$ cat src/rtl/mux4a2_cond_l1tx.sv
// ---------------------------------------------------------------------------
// mux4a2_cond_l1tx
//   Transmit-side L1 lane concentrator. Four 8-bit input byte lanes are merged
//   onto two output lanes: output 0 is fed by inputs 0/1 and output 1 by
//   inputs 2/3. Each input has a small circular FIFO with valid/ready flow
//   control. Each output pair is served by a round-robin arbiter, and each
//   output byte carries a tag naming its source lane within the pair.
//
// Handshake: an input byte transfers on a rising edge where validinN and
//   readyinN are both 1. readyinN depends only on FIFO fullness and reset,
//   never on validinN. A sender that sees readyinN=0 must hold its byte.
//
// Build option:
//   IDLE_INSERT_EN  when defined, idle output cycles carry IDLE_CHAR on
//                   dataoutK; otherwise idle cycles carry 0. validout timing
//                   is the same in both builds.
//
// Ports:
//   clk_2f              in   1       single clock, output-lane byte rate
//   reset               in   1       synchronous reset, active-high
//   validin0..3         in   1       input lane n byte valid
//   datain0..3          in   DATA_W  input lane n byte
//   readyin0..3         out  1       input lane n may accept a byte
//   validout0/1         out  1       output lane k carries a real byte
//   dataout0/1          out  DATA_W  output lane k byte
//   srcout0/1           out  1       source of lane k byte: 0=even, 1=odd
// ---------------------------------------------------------------------------
module mux4a2_cond_l1tx #(
    parameter int                 DATA_W     = 8,
    parameter int                 FIFO_DEPTH = 4,
    parameter logic [DATA_W-1:0]  IDLE_CHAR  = 8'h7C
) (
    input  logic              clk_2f,
    input  logic              reset,
    input  logic              validin0,
    input  logic              validin1,
    input  logic              validin2,
    input  logic              validin3,
    input  logic [DATA_W-1:0] datain0,
    input  logic [DATA_W-1:0] datain1,
    input  logic [DATA_W-1:0] datain2,
    input  logic [DATA_W-1:0] datain3,
    output logic              readyin0,
    output logic              readyin1,
    output logic              readyin2,
    output logic              readyin3,
    output logic              validout0,
    output logic              validout1,
    output logic [DATA_W-1:0] dataout0,
    output logic [DATA_W-1:0] dataout1,
    output logic              srcout0,
    output logic              srcout1
);

    localparam int AW = (FIFO_DEPTH > 1) ? $clog2(FIFO_DEPTH) : 1;
    // One extra count bit so a full FIFO is distinguishable from an empty one.
    localparam int CW = AW + 1;

`ifdef IDLE_INSERT_EN
    localparam bit IDLE_INSERT = 1'b1;
`else
    localparam bit IDLE_INSERT = 1'b0;
`endif

    localparam logic [DATA_W-1:0] IDLE_FILL = IDLE_INSERT ? IDLE_CHAR : '0;

    // ------------------------------------------------------------------
    // Input FIFO storage and state
    // ------------------------------------------------------------------
    logic [DATA_W-1:0] mem_q   [4][FIFO_DEPTH];
    logic [AW-1:0]     wptr_q  [4];
    logic [AW-1:0]     rptr_q  [4];
    logic [CW-1:0]     count_q [4];

    // Round-robin pointer per output: 0 prefers the even input, 1 the odd.
    logic [1:0]        rr_q;

    // Registered output lanes
    logic [1:0]        vout_q;
    logic [DATA_W-1:0] dout_q [2];
    logic [1:0]        sout_q;

    logic [3:0]        in_valid;
    logic [DATA_W-1:0] in_data [4];
    logic [3:0]        full;
    logic [3:0]        empty;
    logic [3:0]        ready;
    logic [3:0]        push;
    logic [3:0]        pop;
    logic [DATA_W-1:0] head [4];
    logic [1:0]        grant;
    logic [1:0]        sel;

    assign in_valid   = {validin3, validin2, validin1, validin0};
    assign in_data[0] = datain0;
    assign in_data[1] = datain1;
    assign in_data[2] = datain2;
    assign in_data[3] = datain3;

    always_comb begin
        for (int i = 0; i < 4; i++) begin
            full[i]  = (count_q[i] == CW'(FIFO_DEPTH));
            empty[i] = (count_q[i] == '0);
            head[i]  = mem_q[i][rptr_q[i]];
        end
    end

    // Ready ignores a same-cycle pop: a full FIFO never accepts, which keeps
    // ready free of any path from the arbiter.
    assign ready = ~full & {4{~reset}};
    assign push  = in_valid & ready;

    assign readyin0 = ready[0];
    assign readyin1 = ready[1];
    assign readyin2 = ready[2];
    assign readyin3 = ready[3];

    // ------------------------------------------------------------------
    // Arbitration: both pairs decide independently every cycle.
    // ------------------------------------------------------------------
    always_comb begin
        grant = '0;
        sel   = '0;
        pop   = '0;
        for (int k = 0; k < 2; k++) begin
            if (!empty[2*k + int'(rr_q[k])]) begin
                grant[k] = 1'b1;
                sel[k]   = rr_q[k];
            end else if (!empty[2*k + int'(!rr_q[k])]) begin
                grant[k] = 1'b1;
                sel[k]   = !rr_q[k];
            end
            if (grant[k]) begin
                pop[2*k + int'(sel[k])] = 1'b1;
            end
        end
    end

    // ------------------------------------------------------------------
    // FIFO storage: push is already gated off during reset through ready.
    // ------------------------------------------------------------------
    always_ff @(posedge clk_2f) begin
        for (int i = 0; i < 4; i++) begin
            if (push[i]) begin
                mem_q[i][wptr_q[i]] <= in_data[i];
            end
        end
    end

    // ------------------------------------------------------------------
    // FIFO pointers, counts, arbiter pointers and output registers
    // ------------------------------------------------------------------
    always_ff @(posedge clk_2f) begin
        if (reset) begin
            for (int i = 0; i < 4; i++) begin
                wptr_q[i]  <= '0;
                rptr_q[i]  <= '0;
                count_q[i] <= '0;
            end
            rr_q   <= '0;
            vout_q <= '0;
            sout_q <= '0;
            for (int k = 0; k < 2; k++) begin
                dout_q[k] <= '0;
            end
        end else begin
            for (int i = 0; i < 4; i++) begin
                // Depth is a power of two, so pointers wrap naturally.
                if (push[i]) begin
                    wptr_q[i] <= wptr_q[i] + 1'b1;
                end
                if (pop[i]) begin
                    rptr_q[i] <= rptr_q[i] + 1'b1;
                end
                case ({push[i], pop[i]})
                    2'b10:   count_q[i] <= count_q[i] + 1'b1;
                    2'b01:   count_q[i] <= count_q[i] - 1'b1;
                    default: count_q[i] <= count_q[i];
                endcase
            end
            for (int k = 0; k < 2; k++) begin
                if (grant[k]) begin
                    vout_q[k] <= 1'b1;
                    dout_q[k] <= head[2*k + int'(sel[k])];
                    sout_q[k] <= sel[k];
                    // Next turn goes to the lane that was not just served.
                    rr_q[k]   <= !sel[k];
                end else begin
                    // Idle: source tag and arbiter pointer hold.
                    vout_q[k] <= 1'b0;
                    dout_q[k] <= IDLE_FILL;
                end
            end
        end
    end

    assign validout0 = vout_q[0];
    assign validout1 = vout_q[1];
    assign dataout0  = dout_q[0];
    assign dataout1  = dout_q[1];
    assign srcout0   = sout_q[0];
    assign srcout1   = sout_q[1];

endmodule

$ cat config.mk
export PLATFORM = sky130hd
export DESIGN_NAME = mux4a2_cond_l1tx
export DESIGN_NICKNAME = d
export VERILOG_FILES = /design/src/rtl/mux4a2_cond_l1tx.sv
export SDC_FILE = /design/constraint.sdc
export NUM_CORES = 1
export LEC_CHECK = 0
export CAP_MARGIN = 20
export CORE_ASPECT_RATIO = 0.9
export CORE_MARGIN = 3
export CORE_UTILIZATION = 46
export CTS_CLUSTER_DIAMETER = 60
export CTS_CLUSTER_SIZE = 8
export DETAILED_ROUTE_END_ITERATION = 7
export PLACE_DENSITY_LB_ADDON = 0.3
export SLEW_MARGIN = 0
export SYNTH_ARGS = -nofsm -noshare
export SYNTH_HDL_FRONTEND = slang
export SYNTH_SLANG_ARGS = --single-unit
$ cat constraint.sdc
create_clock -name clk_2f -period 6.75 [get_ports clk_2f]
set_input_delay 1.35 -clock clk_2f [delete_from_list [all_inputs] [get_ports clk_2f]]
set_output_delay 1.35 -clock clk_2f [all_outputs]
set_load 0.05 [all_outputs]
==> run summary, run 1 <==
LOGIC SYNTHESIS
----------------------------------------------------------------------------------
Compound-gate portion of the synthesized area .......................        3.45%
Dominant combinational cell family by area after synthesis .......... multiplexers
Syn avg cell area ...................................................     16.9 um2
Post-synthesis async set-or-reset flop share ........................           0%
Unique masters post-synth ...........................................           41
Fraction of synthesized cell area in xor and xnor cells .............       0.825%
Multiplexer fraction of the synthesized cell area ...................        10.2%
Share of synthesized cell area in and, or, nand and nor gates .......        7.59%
Cells after synthesis ...............................................          440
Synthesized-area fraction occupied by adder cells ...................        5.35%
Number of synthesized flops with an enable pin ......................          164
Synth Flop Type .....................................................     edfxtp_1
Cell types with the highest counts after synthesis .................. edfxtp_1 (164), ha_1 (27), nor2_1 (27)
Cell with the most instances after synthesis ........................     edfxtp_1
Total of flip-flops plus latches after synthesis ....................          178
Portion of synthesized cell area occupied by the leading cell type ..        66.3%
Sequential share of the synthesized area ............................        70.0%
Mapped cell area ....................................................  0.00743 mm2
Top cell type by total area after synthesis .........................     edfxtp_1
Largest cells by area after synthesis ............................... edfxtp_1 (66%), mux4_2 (7.6%), ha_1 (4.5%)
Number of warnings issued by yosys ..................................            0

SETUP PATH
----------------------------------------------------------------------------------
R2R Setup Slk .......................................................      4.15 ns
Largest fanout on the critical path .................................           35
Startpoint kind of the worst setup timing path ......................   input port
RR Endpoint ......................................................... count_q[2][2]
Startpoint of the worst register-to-register path ................... count_q[3][0]
Worst Path Required .................................................      5.40 ns
Depth of the worst register-to-register path ........................           13
Crit Path Category ..................................................    in -> out
Critical path endpoint category .....................................  output port
Data arrival time of the critical path ..............................      3.07 ns

TIMING
----------------------------------------------------------------------------------
Max-slew headroom at the worst pin ..................................        58.2%
Total negative slack ................................................         0 ns
Clock skew ..........................................................   0.00387 ns
Fin. Hold Viols .....................................................            0
Crit share post-route ...............................................        65.5%
Hold slack final ....................................................     0.537 ns
Final min period ....................................................      4.42 ns
Unrepaired setup endpoints after global routing .....................           no
Max Transition Viols Final ..........................................            0
FMAX ................................................................    0.226 GHz
Number of endpoints failing setup at the final stage ................            0
Measured slew at the worst slew-check pin ...........................     0.628 ns

FLOORPLANNING
----------------------------------------------------------------------------------
Placement Rows ......................................................           43
Initial cell density of the core ....................................        47.6%
Floorplan die width .................................................       140 um
DIE AREA ............................................................   0.0177 mm2
Die Span Y ..........................................................       127 um
I/O Pins ............................................................           62
Standard cell core area .............................................   0.0156 mm2

CELLS AND AREA
----------------------------------------------------------------------------------
Layout Cell Area excl Fill ..........................................  0.00886 mm2
Final net count .....................................................          581
Share of cells above drive strength 1 ...............................        12.5%
Non-Filler Instances ................................................          728
Diode count .........................................................            0
Signed area change from the synthesized netlist to the final layout .        19.2%

MIN PATH
----------------------------------------------------------------------------------
Hold WC Path Type ...................................................   reg -> reg
Cell depth of the worst min-delay path ..............................            2
Source of the worst hold timing path ................................      rr_q[1]
Terminating pin of the worst hold path ..............................    sout_q[1]

DRT
----------------------------------------------------------------------------------
First-pass detailed-route iteration total ...........................            4
Final routed DRC violation total ....................................            0
Vias per cell .......................................................         5.24
DRT antenna net count ...............................................            0
Wire length on met3 .................................................       469 um
Highest routed layer ................................................         met4
Met1 wire length ....................................................      5800 um
First DRT Iteration DRCs ............................................          314
Total met2 wirelength after detailed routing ........................      6370 um
Post-DR wirelength/cell .............................................      17.5 um
Number of vias in the routed layout .................................        3,814
Drt total wl ........................................................    12,800 um

PWR
----------------------------------------------------------------------------------
Static leakage power ................................................      3.17 nW
Power density over the cells ........................................   413 mW/mm2
Worst vdd ir ........................................................     0.220 mV

GLOBAL ROUTE
----------------------------------------------------------------------------------
Total overflow reported by the global router ........................            0
Maximum number of pins on one net before global-route repair ........           36
GRT Overall Usage ...................................................        15.2%
Number of antenna violations at the first check in global routing ...            0
First-pass GRT wire length ..........................................    20,500 um
Vias in the first global route ......................................        3,991

CTS
----------------------------------------------------------------------------------
Htree depth .........................................................            4
Clock latency of the later-clocked register in the worst-skew pair ..      0.41 ns
Maximum clock insertion buffer count ................................            2
Resized Gates After CTS .............................................            0
Register clock-pin slew on the reported worst setup and hold paths ..      0.06 ns
TritonCTS clock tree ................................................          yes
Cts-stage hold buffer count .........................................            0
Clk root buf ........................................................    clkbuf_16
Post-CTS Repair Setup Buffers .......................................            0
Num CTS Buffers .....................................................           17
Clock sink count ....................................................          178

STATUS
----------------------------------------------------------------------------------
Result of the run ................................................... complete, no violations

PLACE
----------------------------------------------------------------------------------
Post-placement cell count ...........................................          696
Placer congestion estimate ..........................................        0.713
# port buffers ......................................................           61
Area of placed instances ............................................  0.00824 mm2
Detailed placement HPWL .............................................      8760 um

RUN
----------------------------------------------------------------------------------
Max cap viols .......................................................            0

[placed cells by master, fill, tap and decap left out, types with 2 or more instances in the layout]
cell type        instances
bufinv_16                4
nand2b_1                10
clkinv_1                 3
nand2_1                 22
clkdlybuf4s50_1         60
o21ai_0                  4
nand2_4                  2
clkbuf_16               17
conb_1                   8
mux4_1                   7
edfxtp_1               164
dfxtp_1                 14
mux4_2                  25
ha_1                    27
xnor2_1                  4
or3_4                    2
a21oi_1                 15
nor2_1                  27
clkinv_4                 4
fa_1                     3
inv_1                   23
nor3_1                  23
and3_1                  20
o21bai_1                 4
a31oi_1                  3
xor2_1                   3
nor2b_1                  2
clkinv_2                 4
a22oi_1                  8
[area by class of cell]
cell class,count,area (um2)
repair buffers,62,613
clock inverters,15,190
fillers,1226,6750
flip-flops and latches,178,5200
well taps,202,253
multi-input cells,228,2070
clock buffers,17,425
inverters,26,103
[logic make-up (layout without fill, tap and decap cells)]
| group | after synthesis | after routing |
|---|---|---|
| DFF | 178 | 178 |
| and+or+nand+nor | 111 | 111 |
| buffers and inverters | 41 | 120 |
| AOI/OAI and AO/OA | 39 | 39 |
| muxes | 33 | 33 |
| adders and majority gates | 30 | 30 |
| xor gates and xnor gates | 7 | 7 |
| other | 1 | 8 |
[through the flow]
step	power [mW]	setup WS [ns]	util, %
final	3.66	2.33	56.8
after global routing	3.86	2.22	56.8
after CTS	3.69	2.32	56.8
after detailed placement	2.67	2.35	52.8
after global placement	2.63	2.42	52.8
after floorplan	2.37	2.81	-
[sequential cells by signal (all words and copies together), names as in the netlist]
| name | cells |
|---|---|
| vout_q | 2 |
| mem_q | 128 |
| sout_q | 2 |
| wptr_q | 8 |
| rptr_q | 8 |
| rr_q | 2 |
| count_q | 12 |
| dout_q | 16 |
[power by group]
part           internal [mW]  switching (mW)  total, mW
combinational          0.456           0.638       1.09
sequential              1.40           0.157       1.56
clock                  0.616           0.389       1.01
total                   2.47            1.18       3.66
[critical path: stages]
cell	delay (ns)
buf_2	0.29
a31oi_1	0.51
clkdlybuf4s50_1	0.91
[how the worst max path moves through the flow]
stage,to,slack [ns],startpoint
floorplan,count_q[2][2],2.81,reset
global placement,readyin2,2.42,reset
detailed placement,readyin2,2.35,reset
CTS,readyin2,2.32,reset
global route,readyin1,2.22,reset
finish,readyin2,2.33,reset
[layer usage]
| layer | vias up | GRT usage, % |
|---|---|---|
| met5 | - | 0 |
| met4 | 0 | 4.84 |
| met3 | 10 | 3.92 |
| met2 | 67 | 24.3 |
| met1 | 1919 | 20.6 |
| li1 | 1818 | - |
Note: power is estimated with default switching activity, not from simulation.
==> run 2: changes to the inputs <==
clock period = 3.7 ns   (was 6.75 ns; I/O delays follow)
==> run summary, run 2 (synthesis results as in run 1) <==
STATUS
----------------------------------------------------------------------------------
Result of the run ................................................... complete, no violations

TIMING
----------------------------------------------------------------------------------
Max Transition Viols Final ..........................................            0   unchanged
Total negative slack ................................................         0 ns   unchanged
Worst Setup Slack, final ............................................     0.594 ns   -1.74 ns
Number of endpoints failing setup at the final stage ................            0   unchanged
Final min period ....................................................      3.11 ns
Clock skew ..........................................................   0.00715 ns   +0.00328 ns
Measured slew at the worst slew-check pin ...........................     0.629 ns   +0.000817 ns
FMAX ................................................................    0.322 GHz
Unrepaired setup endpoints after global routing .....................           no
Max-slew headroom at the worst pin ..................................        58.1%   about the same
Crit share post-route ...............................................        84.0%
Hold slack final ....................................................     0.548 ns   +0.0108 ns
Fin. Hold Viols .....................................................            0   unchanged

FLOORPLANNING
----------------------------------------------------------------------------------
Die Span Y ..........................................................       127 um   unchanged
Floorplan die width .................................................       140 um   unchanged
DIE AREA ............................................................   0.0177 mm2   unchanged
Placement Rows ......................................................           43   unchanged
I/O Pins ............................................................           62   unchanged
Initial cell density of the core ....................................        47.6%   unchanged
Standard cell core area .............................................   0.0156 mm2   unchanged

GLOBAL ROUTE
----------------------------------------------------------------------------------
Vias in the first global route ......................................        4,037   +1.2%
GRT Overall Usage ...................................................        15.6%   +0.44 points
Maximum number of pins on one net before global-route repair ........           30   -17%
Total overflow reported by the global router ........................            0   unchanged
Number of antenna violations at the first check in global routing ...            0   unchanged
First-pass GRT wire length ..........................................    21,100 um   +2.7%

CTS
----------------------------------------------------------------------------------
Cts-stage hold buffer count .........................................            0   unchanged
Clock sink count ....................................................          178   unchanged
Post-CTS Repair Setup Buffers .......................................            0   unchanged
TritonCTS clock tree ................................................          yes
Htree depth .........................................................            4   unchanged
Maximum clock insertion buffer count ................................            2   unchanged
Clock latency of the later-clocked register in the worst-skew pair ..      0.42 ns   about the same
Register clock-pin slew on the reported worst setup and hold paths ..      0.06 ns   about the same
Num CTS Buffers .....................................................           17   unchanged
Clk root buf ........................................................    clkbuf_16
Resized Gates After CTS .............................................            0   unchanged

SETUP PATH
----------------------------------------------------------------------------------
Data arrival time of the critical path ..............................      2.37 ns   -0.70 ns
CP max-delay cell ................................................... clkdlybuf4s50_1
Startpoint kind of the worst setup timing path ......................    flip-flop
Crit path cell chain ................................................ inv_1 > ha_1 > a21oi_1 > clkdlybuf4s50_1
Worst Path Required .................................................      2.96 ns   -2.44 ns
Crit Path Category ..................................................   reg -> out
Critical path endpoint category .....................................  output port
Largest stage delay on the critical path ............................      0.91 ns   about the same
Largest fanout on the critical path .................................            7   -80%

RUN
----------------------------------------------------------------------------------
Max cap viols .......................................................            0   unchanged

PLACE
----------------------------------------------------------------------------------
Detailed placement HPWL .............................................      8970 um   +2.4%
Post-Place Setup Slack ..............................................     0.686 ns   -1.66 ns
Placer congestion estimate ..........................................        0.756   +6.0%
Post-placement cell count ...........................................          697   +0.14%
Area of placed instances ............................................  0.00824 mm2   unchanged
# port buffers ......................................................           61   unchanged

PWR
----------------------------------------------------------------------------------
Worst vdd ir ........................................................     0.442 mV   +100%
Power density over the cells ........................................   771 mW/mm2   +87%
Post-layout total power .............................................      6.87 mW   +88%
Static leakage power ................................................      3.20 nW   +0.96%

CELLS AND AREA
----------------------------------------------------------------------------------
Diode count .........................................................            0   unchanged
Final net count .....................................................          582   +0.17%
Largest register FFs ................................................          128   unchanged
Leading cell types in the layout, fill and taps excluded ............ edfxtp_1 (164), clkdlybuf4s50_1 (57), nor2_1 (27), ha_1 (27), mux4_2 (25)
Non-Filler Instances ................................................          728   unchanged
Layout Cell Area excl Fill ..........................................  0.00891 mm2   +0.61%
Most common cell after layout, fill and taps aside ..................     edfxtp_1
Core Util, Final ....................................................        57.1%   +0.34 points
Share of cells above drive strength 1 ...............................        12.9%   +0.38 points
Filler cells ........................................................        1,195   -2.5%
Signed area change from the synthesized netlist to the final layout .        19.9%

DRT
----------------------------------------------------------------------------------
Post-DR wirelength/cell .............................................      17.8 um   +1.8%
First DRT Iteration DRCs ............................................          255   -19%
Final routed DRC violation total ....................................            0   unchanged
Vias per cell .......................................................         5.26   +0.42%
Number of vias in the routed layout .................................        3,830   +0.42%
Drt total wl ........................................................    13,000 um   +1.8%
First-pass detailed-route iteration total ...........................            4   unchanged
DRT antenna net count ...............................................            0   unchanged

MIN PATH
----------------------------------------------------------------------------------
Hold WC Path Type ...................................................   reg -> reg

-- run 2: routing by layer --
metal / vias up / part of all wire (%) / global-route usage (%)
li1: 1822 / - / -
met1: 1919 / 46 / 21.5
met2: 73 / 48 / 24.3
met3: 16 / 4.0 / 3.51
met4: 0 / 1.7 / 6.50
met5: - / 0 / 0
-- run 2: cell type report --
cell class,instances,area [um2],share of cell area (%)
well taps,202,253,2.84
inverters,26,103,1.15
clock buffers,19,433,4.86
clock inverters,12,236,2.65
multi-input cells,228,2070,23.2
repair buffers,63,613,6.88
flip-flops and latches,178,5200,58.4
-- run 2: worst max-delay path: cells and delay by family (launching register included) --
family | cells | cell delay [ns]
flip-flops | 1 | 0.37
adder cells (fa/ha/maj) | 1 | 0.21
AO/OA/AOI/OAI | 1 | 0.38
buffers and inverters | 2 | 0.98
-- run 2: final timing paths --
path	start	end	slack, ns	cells after the start
worst max-delay path	count_q[3][0]	readyin3	0.59	4
worst min-delay path	rr_q[1]	sout_q[1]	0.55	2
worst max register to register	count_q[3][0]	count_q[2][2]	1.12	13
worst min register to register	rr_q[1]	sout_q[1]	0.55	2
-- run 2: power by group --
| group | internal (mW) | total (mW) | switching [mW] |
|---|---|---|---|
| registers | 2.55 | 2.84 | 0.288 |
| clock network | 1.32 | 2.03 | 0.705 |
| logic | 0.829 | 1.99 | 1.17 |
| total | 4.71 | 6.87 | 2.16 |
